<file path="src/rtl/mx8_arb_pkg.sv">
// Shared types and sizing for the mx8 round-robin arbiter.
// The state encoding is fixed so that it reads the same in waveforms and in the bench.
package mx8_arb_pkg;

  localparam int N_IN  = 8;
  localparam int IDX_W = 3;

  typedef enum logic {
    IDLE  = 1'b0,
    GRANT = 1'b1
  } state_t;

endpackage

</file>
<file path="src/rtl/mx8_rr_pick.sv">
// Combinational circular priority picker: finds the first set request
// at or after 'start', wrapping around from index 7 to index 0.
module mx8_rr_pick
  import mx8_arb_pkg::*;
(
  input  logic [N_IN-1:0]  req,
  input  logic [IDX_W-1:0] start,
  output logic [IDX_W-1:0] idx,
  output logic             found
);

  logic [IDX_W-1:0] w_cand;

  // Candidate index wraps naturally in IDX_W bits; the first hit wins.
  always_comb begin
    idx    = '0;
    found  = 1'b0;
    w_cand = start;
    for (int i = 0; i < N_IN; i++) begin
      w_cand = start + IDX_W'(i);
      if (!found && req[w_cand]) begin
        idx   = w_cand;
        found = 1'b1;
      end
    end
  end

endmodule

</file>
<file path="src/rtl/mx8_arb.sv">
// Round-robin arbiter and select sequencer for the mx8 8:1 mux.
// Grants one requester at a time, bounded to HOLD_MAX cycles while it keeps requesting.
module mx8_arb
  import mx8_arb_pkg::*;
#(
  parameter int HOLD_MAX = 4
) (
  input  logic            clk,
  input  logic            reset_n,
  input  logic [N_IN-1:0] req,
  output logic [N_IN-1:0] gnt,
  output logic            s0,
  output logic            s1,
  output logic            s2,
  output logic            busy
);

  localparam logic [IDX_W-1:0] HOLD_LIM = IDX_W'(HOLD_MAX);

  state_t           r_state, w_next_state;
  logic [IDX_W-1:0] r_cur, w_next_cur;
  logic [IDX_W-1:0] r_ptr, w_next_ptr;
  logic [IDX_W-1:0] r_cnt, w_next_cnt;
  logic [IDX_W-1:0] r_sel, w_next_sel;
  logic [N_IN-1:0]  r_gnt, w_next_gnt;
  logic             r_busy, w_next_busy;

  logic             w_arb;
  logic [IDX_W-1:0] w_start;
  logic [IDX_W-1:0] w_idx;
  logic             w_found;

  // From IDLE the search resumes at ptr; from GRANT it starts just after cur,
  // so cur itself is considered last and can be re-granted only if it is alone.
  assign w_arb   = (r_state == IDLE) ? (|req) : (!req[r_cur] || (r_cnt == HOLD_LIM));
  assign w_start = (r_state == IDLE) ? r_ptr : (r_cur + IDX_W'(1));

  mx8_rr_pick u_pick (
    .req   (req),
    .start (w_start),
    .idx   (w_idx),
    .found (w_found)
  );

  always_ff @(posedge clk or negedge reset_n) begin
    if (!reset_n) begin
      r_state <= IDLE;
      r_cur   <= '0;
      r_ptr   <= '0;
      r_cnt   <= '0;
      r_sel   <= '0;
      r_gnt   <= '0;
      r_busy  <= 1'b0;
    end else begin
      r_state <= w_next_state;
      r_cur   <= w_next_cur;
      r_ptr   <= w_next_ptr;
      r_cnt   <= w_next_cnt;
      r_sel   <= w_next_sel;
      r_gnt   <= w_next_gnt;
      r_busy  <= w_next_busy;
    end
  end

  always_comb begin
    w_next_state = r_state;
    w_next_cur   = r_cur;
    w_next_ptr   = r_ptr;
    w_next_cnt   = r_cnt;
    if (w_arb) begin
      if (w_found) begin
        w_next_state = GRANT;
        w_next_cur   = w_idx;
        w_next_cnt   = IDX_W'(1);
      end else begin
        w_next_state = IDLE;
        w_next_ptr   = r_cur + IDX_W'(1);
        w_next_cnt   = '0;
      end
    end else if (r_state == GRANT) begin
      w_next_cnt = r_cnt + IDX_W'(1);
    end
  end

  // Select lines keep their last value when the arbiter drops to IDLE.
  always_comb begin
    w_next_gnt  = r_gnt;
    w_next_sel  = r_sel;
    w_next_busy = r_busy;
    if (w_arb) begin
      if (w_found) begin
        w_next_gnt  = N_IN'(1) << w_idx;
        w_next_sel  = w_idx;
        w_next_busy = 1'b1;
      end else begin
        w_next_gnt  = '0;
        w_next_busy = 1'b0;
      end
    end
  end

  assign gnt          = r_gnt;
  assign {s2, s1, s0} = r_sel;
  assign busy         = r_busy;

endmodule

</file>
<file path="config.mk">
export PLATFORM = sky130hd
export DESIGN_NAME = mx8_arb
export DESIGN_NICKNAME = d
export VERILOG_FILES = /design/src/rtl/mx8_arb_pkg.sv /design/src/rtl/mx8_rr_pick.sv /design/src/rtl/mx8_arb.sv
export SDC_FILE = /design/constraint.sdc
export NUM_CORES = 1
export LEC_CHECK = 0
export CAP_MARGIN = 20
export CORE_AREA = 2 2 54 77
export DETAILED_ROUTE_END_ITERATION = 12
export DIE_AREA = 0 0 56 79
export HOLD_SLACK_MARGIN = 0.12
export PLACE_DENSITY_LB_ADDON = 0.15
export SLEW_MARGIN = 20
export SYNTH_ARGS = -nofsm -noshare
export SYNTH_HDL_FRONTEND = slang
export SYNTH_SLANG_ARGS = --single-unit
</file>
<file path="constraint.sdc">
create_clock -name clk -period 4.3 [get_ports clk]
set_input_delay 0.43 -clock clk [delete_from_list [all_inputs] [get_ports clk]]
set_output_delay 0.43 -clock clk [all_outputs]
set_load 0.1 [all_outputs]
</file>
==> results, run 1 <==
- The most common cell in the netlist is sky130_fd_sc_hd__dfrtp_1.
- TritonCTS built the clock tree.
- The minimum clock period after layout is 3.97 ns.
- The clock root buffer is sky130_fd_sc_hd__clkbuf_8.
- Hold is met by 0.504 ns.
- The antenna diode count is 0.
- In this run the tightest slew margin relative to its limit is 35.0%.
- The initial antenna violation count is 0.
- The type of the tightest min-delay check is reg -> reg.
- The number of setup buffers added after CTS is 0.
- Setup slack on the worst reg-to-reg path comes out at 0.33 ns.
- The per-cell routed wire length is 20.9 µm.
- The synthesized design spends more area on one cell type than any other, namely sky130_fd_sc_hd__dfrtp_1.
- The endpoint identified for the worst register-to-register timing path is gnt[3].
- The critical path's slowest cell is sky130_fd_sc_hd__dfrtp_2.
- For this run, the register share of the synthesized area comes to 21.9%.
- The die covers 4420 µm².
- Yosys mapped a number of flops with a built-in enable equal to 0.
- The register clock-pin slew on the reported worst setup and hold paths is 0.06 ns.
- The first global-routing pass estimated 9.70 mm of wire.
- The combined area of all synthesized cells is 2060 µm².
- After synthesis, the netlist uses 64 different library cells.
- The maximum level of the CTS H-tree is 1.
- The total area inside the core boundary comes to 3780 µm².
- Together, buffers and inverters on the worst path number 1.
- Measured on the finished design, the core utilization comes to 61.8%.
- Timing would allow up to 252 MHz.
- The total number of placement rows is 27.
- The die is 79 µm tall.
- STA classifies the critical path startpoint as a flip-flop.
- At the worst endpoint, the arrival time is 4.11 ns.
- Wires add up to 5.89 mm.
- The share of flip-flops with an asynchronous set or reset is 100%.
- The die is 56 µm wide.
- Traced cell by cell, the critical path runs through ha_1 > mux2_2 > ha_1 > mux2_2 > a21oi_1 > o211ai_1 > or2_2 > o311ai_0 > o211ai_1 > o22ai_1 > inv_1 > a32o_1.
- The top cell type by area accounts for 21.9% of the synthesized area.
- Clock latency on the worst-skew pair, taken at its later pin, is 0.26 ns.
- The total congestion overflow after global routing is 0.
- The via count of the routed design is 1984.
- The number of global-route vias before repair is 1992.
- The hold violation count in the final report came to 0.
- The number of nets handed over by synthesis was 238.
- The startpoint of the most critical hold path is gnt[5].
- After synthesis, the cell types taking the most area are sky130_fd_sc_hd__dfrtp_1, sky130_fd_sc_hd__mux4_2, sky130_fd_sc_hd__mux2i_1.
- For this run, the slowest stage of the critical path takes 0.48 ns.
- Setup repair after global routing left no endpoint under its margin.
- For this block, the initial DRC count from the detailed router was 112.
- The final critical path takes up 92.4% of the cycle.
- The number of cells upsized or downsized after cts is 0.
- The number of clock buffers added by TritonCTS is 3.
- The worst hold path was traced through 2 stages.
- The placer's final routability congestion estimate is 0.941.
- The yosys synthesis warning count is 0.
- For the worst setup path, the data required time is 4.44 ns.
- The final worst clock skew is 0.00420 ns.
- Setup violations remaining at the end of the flow were counted as 0.
- During I/O placement, the number of pins put on the boundary was 22.
- By count the netlist is led by sky130_fd_sc_hd__dfrtp_1, sky130_fd_sc_hd__nand2_1, sky130_fd_sc_hd__nor2_1.
- The final net count is 255.
- The number of input and output port buffers inserted is 21.
- The flow ran to the end, and the final reports show no timing, DRC or antenna violations.
- The area growth from synthesis to layout is 13.6%.
- The maximum fanout along the worst path is 9.
- Cells with a size suffix above 1 make up 20.1% of the layout.
- For hold timing, the worst endpoint is gnt[5].
- Once detail routing completed, the nets flagged for antenna violations numbered 0.
- The number of iterations in the first detailed-routing pass is 4.
- The total negative slack is 0 ns.
- Global routing used 27.8% of the available tracks.
- The average cell area after synthesis is 9.23 µm².
- The max-cap violation count is 0.
- The number of flip-flops and latches in the synthesized netlist is 18.
- The kind of cell with the highest combined delay along the critical path is compound AO/OA/AOI/OAI gates.
- The effective utilization at floorplan is 54.4%.
- The number of design rule violations left after detail routing is 0.
- The startpoint-to-endpoint class of the critical path is reg -> reg.
- Dividing the detail-routed via count by the number of cells gives 7.04.
- The number of sinks driven by the clock tree is 18.
- For this run, the leading register cell type out of synthesis is sky130_fd_sc_hd__dfrtp_1.
- After legalization and detailed placement, the total HPWL measured 4.47 mm.
- Synthesis handed over a netlist of 223 instances.
- The maximum number of pins on one net before global-route repair is 19.
- The number of buffers on the longest clock path is 2.
- In this run the critical register-to-register path is launched from r_sel[0].
- For the pin with the worst max-slew slack, the measured transition is 0.972 ns.
- The hold-fix buffer count after cts is 0.
- The depth of the worst register-to-register path is 12.
- The sort of element at the end of the critical path is a flip-flop.
- The max-slew violation total from the final report is 0.
## state kept, by name, summed over array words and instances, names as in the netlist
name and flops:
busy 1, r_ptr 3, r_cnt 3, r_sel 3, gnt 8
## metrics by stage
stage | cell area, µm² | setup WS, ns | std cells
floorplan | 2060 | 0.216 | 223
global placement | 2280 | 0.380 | 278
detailed placement | 2280 | 0.338 | 278
CTS | 2330 | 0.312 | 282
global route | 2340 | 0.0465 | 282
finish | 2340 | 0.328 | 282
## cell families (layout without fill, tap and decap cells)
group,count (synthesis),in the layout,share of synthesized area [%]
flip-flops,18,18,21.9
multiplexers,29,29,20.9
XOR/XNOR,6,6,3.28
AND/OR/NAND/NOR,68,68,18.4
adder cells (fa/ha/maj),5,5,3.04
AO/OA/AOI/OAI,75,75,26.8
buffers and inverters,22,38,5.65
## worst reg2reg max path: cells and delay by family, from the launching register on
family,cells,cell delay (ns)
AO/OA/AOI/OAI,6,1.35
adder cells (fa/ha/maj),2,0.81
flip-flops,1,0.48
AND/OR/NAND/NOR,1,0.34
multiplexers,2,0.74
buffers and inverters,1,0.14
## layout by cell type, fill, tap and decap left out, types with 7 or more instances in the layout
| master | Yosys | layout |
|---|---|---|
| sky130_fd_sc_hd__nor3_1 | 9 | 8 |
| sky130_fd_sc_hd__nand2_1 | 15 | 15 |
| sky130_fd_sc_hd__o21ai_0 | 8 | 8 |
| sky130_fd_sc_hd__mux4_2 | 9 | 9 |
| sky130_fd_sc_hd__o22ai_1 | 7 | 7 |
| sky130_fd_sc_hd__a21oi_1 | 12 | 12 |
| sky130_fd_sc_hd__dfrtp_1 | 18 | 15 |
| sky130_fd_sc_hd__mux2_2 | 8 | 8 |
| sky130_fd_sc_hd__clkdlybuf4s50_1 | 0 | 21 |
| sky130_fd_sc_hd__nor2_1 | 14 | 14 |
| sky130_fd_sc_hd__mux2i_1 | 10 | 10 |
| sky130_fd_sc_hd__inv_1 | 8 | 8 |
## per-layer routing
metal  part of all wire, %  vias up  global-route usage, %
li1                      -      901                      -
met1                    39      972                   33.1
met2                    51       87                   48.7
met3                   4.7       24                   1.63
met4                   4.8        0                   16.7
met5                     0        -                      0
## worst max-delay path by stage
stage,from,endpoint,slack [ns],cells past startpoint
global placement,busy,gnt[1],0.38,13
detailed placement,r_sel[0],gnt[1],0.34,12
floorplan,r_sel[1],gnt[1],0.22,14
global route,busy,gnt[1],0.05,13
finish,r_sel[0],gnt[3],0.33,12
CTS,r_sel[0],gnt[1],0.31,12
## layout make-up
type	instances	area, µm²
inverter	9	38.8
clock buffer	4	55.1
sequential	18	454
timing repair buffer	25	240
multi-input combinational	183	1500
fill	337	1450
tap	43	53.8
Power of run 1 is left out: the tool's default activity adds up to more than one toggle a clock period on the data nets, which glitch-free logic cannot reach.
==> inputs of run 2 (changes only) <==
==> constraint.sdc (replaced) <==
create_clock -name clk -period 4.3 [get_ports clk]
set_input_delay 0.645 -clock clk [delete_from_list [all_inputs] [get_ports clk]]
set_output_delay 0.645 -clock clk [all_outputs]
set_load 0.1 [all_outputs]
==> results of run 2 <==
Same layout as run 1 (identical final DEF). Status: completed.
Power of run 2 is left out for the same reason.
==> inputs of run 3 (changes only) <==
--- a/config.mk
+++ b/config.mk
@@ -7,8 +7,10 @@
 export LEC_CHECK = 0
 export CAP_MARGIN = 20
 export CORE_AREA = 2 2 54 77
+export CTS_CLUSTER_SIZE = 10
 export DETAILED_ROUTE_END_ITERATION = 12
 export DIE_AREA = 0 0 56 79
+export GPL_ROUTABILITY_DRIVEN = 0
 export HOLD_SLACK_MARGIN = 0.12
 export PLACE_DENSITY_LB_ADDON = 0.15
 export SLEW_MARGIN = 20
==> run 3 against run 2 <==
Net effect:
- register-to-register slack barely moved
- global-route usage shrank 0.65 points
- setup slack lost 0.0048 ns
- final area decreased by 0.21%
- sequential share of layout area about the same
- wire length shrank 2.0%
- cell count unchanged
- first-iteration DRC count fell by 16%
==> results, run 3 (same netlist as run 1, synthesis figures left out) <==
- The run finished with clean final reports.
- The number of cells upsized or downsized after cts is 0 (unchanged).
- The number of sinks driven by the clock tree is 18 (unchanged).
- The post-route non-filler standard cell count is 282 (unchanged).
- The number of design rule violations left after detail routing was 0 (unchanged).
- The antenna violation net count after detailed routing is 0 (unchanged).
- The total congestion overflow after global routing came to 0 (unchanged).
- The number of buffers on the longest clock path is 2 (unchanged).
- The max-cap violation count is 0 (unchanged).
- The critical path's largest stage delay is 0.51 ns (+0.03 ns).
- The cell total after placement is 278 (unchanged).
- The startpoint identified for the worst hold timing path is gnt[3].
- The DRC marker count from the first detailed-route iteration is 94 (-16%).
- The total die area is 4420 µm² (unchanged).
- The final number of setup-violating endpoints is 0 (unchanged).
- The count of boundary I/O pins is 22 (unchanged).
- The critical path's slowest cell is sky130_fd_sc_hd__dfrtp_2.
- The share of final-layout standard cells stronger than drive strength 1 came to 19.7% (-0.42 points).
- The number of iterations in the first detailed-routing pass is 5 (+1).
- The critical path arrival is 4.12 ns (about the same).
- The final hold slack is 0.504 ns (+0.000375 ns).
- The register clock-pin slew on the reported worst setup and hold paths is 0.07 ns (about the same).
- The effective utilization at floorplan was 54.4% (unchanged).
- Leaving out fill and tap cells, the most frequent cells in the layout are sky130_fd_sc_hd__clkdlybuf4s50_1, sky130_fd_sc_hd__nand2_1, sky130_fd_sc_hd__dfrtp_1.
- The core area is 3780 µm² (unchanged).
- The number of global-route vias before repair is 1990 (-0.10%).
- The critical path goes through or2_1 > nand2_8 > inv_6 > ha_1 > mux2_2 > nor3_1 > o211ai_1 > or2_2 > o311ai_0 > o211ai_1 > o22ai_1 > inv_1 > a32o_1.
- In this run the critical register-to-register path is launched from busy.
- The type of origin of the critical path is a flip-flop.
- The type of the tightest min-delay check is reg -> reg.
- The number of clock buffers inserted by TritonCTS is 3 (unchanged).
- The relative slew slack is 35.3% (+0.33 points).
- The minimum clock period after layout is 3.98 ns (+0.00484 ns).
- The hold-fix buffer count after cts is 0 (unchanged).
- CTS placed an instance of sky130_fd_sc_hd__clkbuf_8 at the clock tree root.
- The portion of the clock cycle consumed by the worst path in the final layout is 92.5% (+0.11 points).
- The pre-CTS worst setup slack came to 0.361 ns (+0.0227 ns).
- The total number of placement rows was 27 (unchanged).
- The worst setup path startpoint is busy.
- The flip-flop count of the largest register, all copies and words added is 8 (unchanged).
- The sort of element at the end of the critical path is a flip-flop.
- The per-cell via count in the routed design was 6.88 (-2.2%).
- The area growth from synthesis to layout is 13.4%.
- Setup repair after global routing left no endpoint under its margin.
- The total negative slack came to 0 ns (unchanged).
- The maximum level of the CTS H-tree was 1 (unchanged).
- The detailed-placement wirelength estimate came to 4.36 mm (-2.6%).
- The slew at the pin closest to its max-slew limit is 0.967 ns (-0.00498 ns).
- The maximum fanout along the worst path is 18 (+9).
- The antenna diode count came to 0 (unchanged).
- The most common library cell in the layout ignoring fill and taps is sky130_fd_sc_hd__clkdlybuf4s50_1.
- The per-cell routed wire length is 20.5 µm (-2.0%).
- TritonCTS built the clock tree.
- The final net count was 255 (unchanged).
- The final worst clock skew is 0.00343 ns (-0.000768 ns).
- The endpoint required time on the critical path is 4.45 ns (about the same).
- The hold violation count in the final report is 0 (unchanged).
- The max-slew violation total from the final report is 0 (unchanged).
- The highest attainable clock frequency came to 251 MHz (-0.12%).
- The floorplan die height is 79 µm (unchanged).
- The via count of the routed design is 1941 (-2.2%).
- The worst setup path is of the reg -> reg kind.
- The filler cell count in the final layout is 338 (+0.30%).
- The library cell appearing most often on the critical path is sky130_fd_sc_hd__o211ai_1.
- The post-CTS setup buffer count is 0 (unchanged).
- The horizontal extent of the die was 56 µm (unchanged).
- The number of input and output port buffers inserted is 21 (unchanged).
- The total routed wirelength came to 5.78 mm (-2.0%).
- The total global routing track utilization came to 27.1% (-0.65 points).
- The global-route wire length before repair is 9.56 mm (-1.5%).
- The initial antenna violation count is 0 (unchanged).
- The final worst slack came to 0.323 ns (-0.00484 ns).
- The clock insertion delay at the later pin of the skew report was 0.26 ns (about the same).
- The maximum number of pins on one net before global-route repair was 19 (unchanged).
==> run 3: metrics by stage <==
step	area (µm²)	utilization (%)
after floorplan	2060	-
after global placement	2280	60.2
after detailed placement	2280	60.2
after CTS	2330	61.7
after global routing	2330	61.7
final	2330	61.7
==> run 3: worst paths after layout <==
kind | slack, ns | cells past startpoint | to
worst max-delay path | 0.32 | 13 | gnt[1]
worst min-delay path | 0.50 | 1 | gnt[3]
worst max register to register | 0.32 | 13 | gnt[1]
worst min register to register | 0.50 | 1 | gnt[3]
max in group asynchronous | 2.92 | 1 | busy
min in group asynchronous | 0.84 | 1 | gnt[0]
==> run 3: routing by layer <==
layer | vias up | track usage [%] | part of all wire, %
li1 | 896 | - | -
met1 | 921 | 31.6 | 39
met2 | 100 | 48.1 | 51
met3 | 24 | 2.44 | 6.2
met4 | 0 | 15.5 | 4.3
met5 | - | 0 | 0
==> run 3: cell type report <==
class / instances / area [µm²] / area share, %
Timing Repair Buffer: 25 / 240 / 10.3
Inverter: 9 / 38.8 / 1.66
Sequential cell: 18 / 454 / 19.5
Multi-Input combinational cell: 183 / 1490 / 63.9
Clock buffer: 4 / 55.1 / 2.36
Tap cell: 43 / 53.8 / 2.31
==> run 3: worst max-delay path, delay by kind of cell, from the launching register on <==
| family | cells | cell delay, ns |
|---|---|---|
| multiplexers | 1 | 0.37 |
| AND/OR/NAND/NOR | 4 | 1.27 |
| buffers and inverters | 2 | 0.25 |
| flip-flops | 1 | 0.51 |
| adder cells (fa/ha/maj) | 1 | 0.44 |
| AO/OA/AOI/OAI | 5 | 1.03 |
Power of run 3 is left out for the same reason.
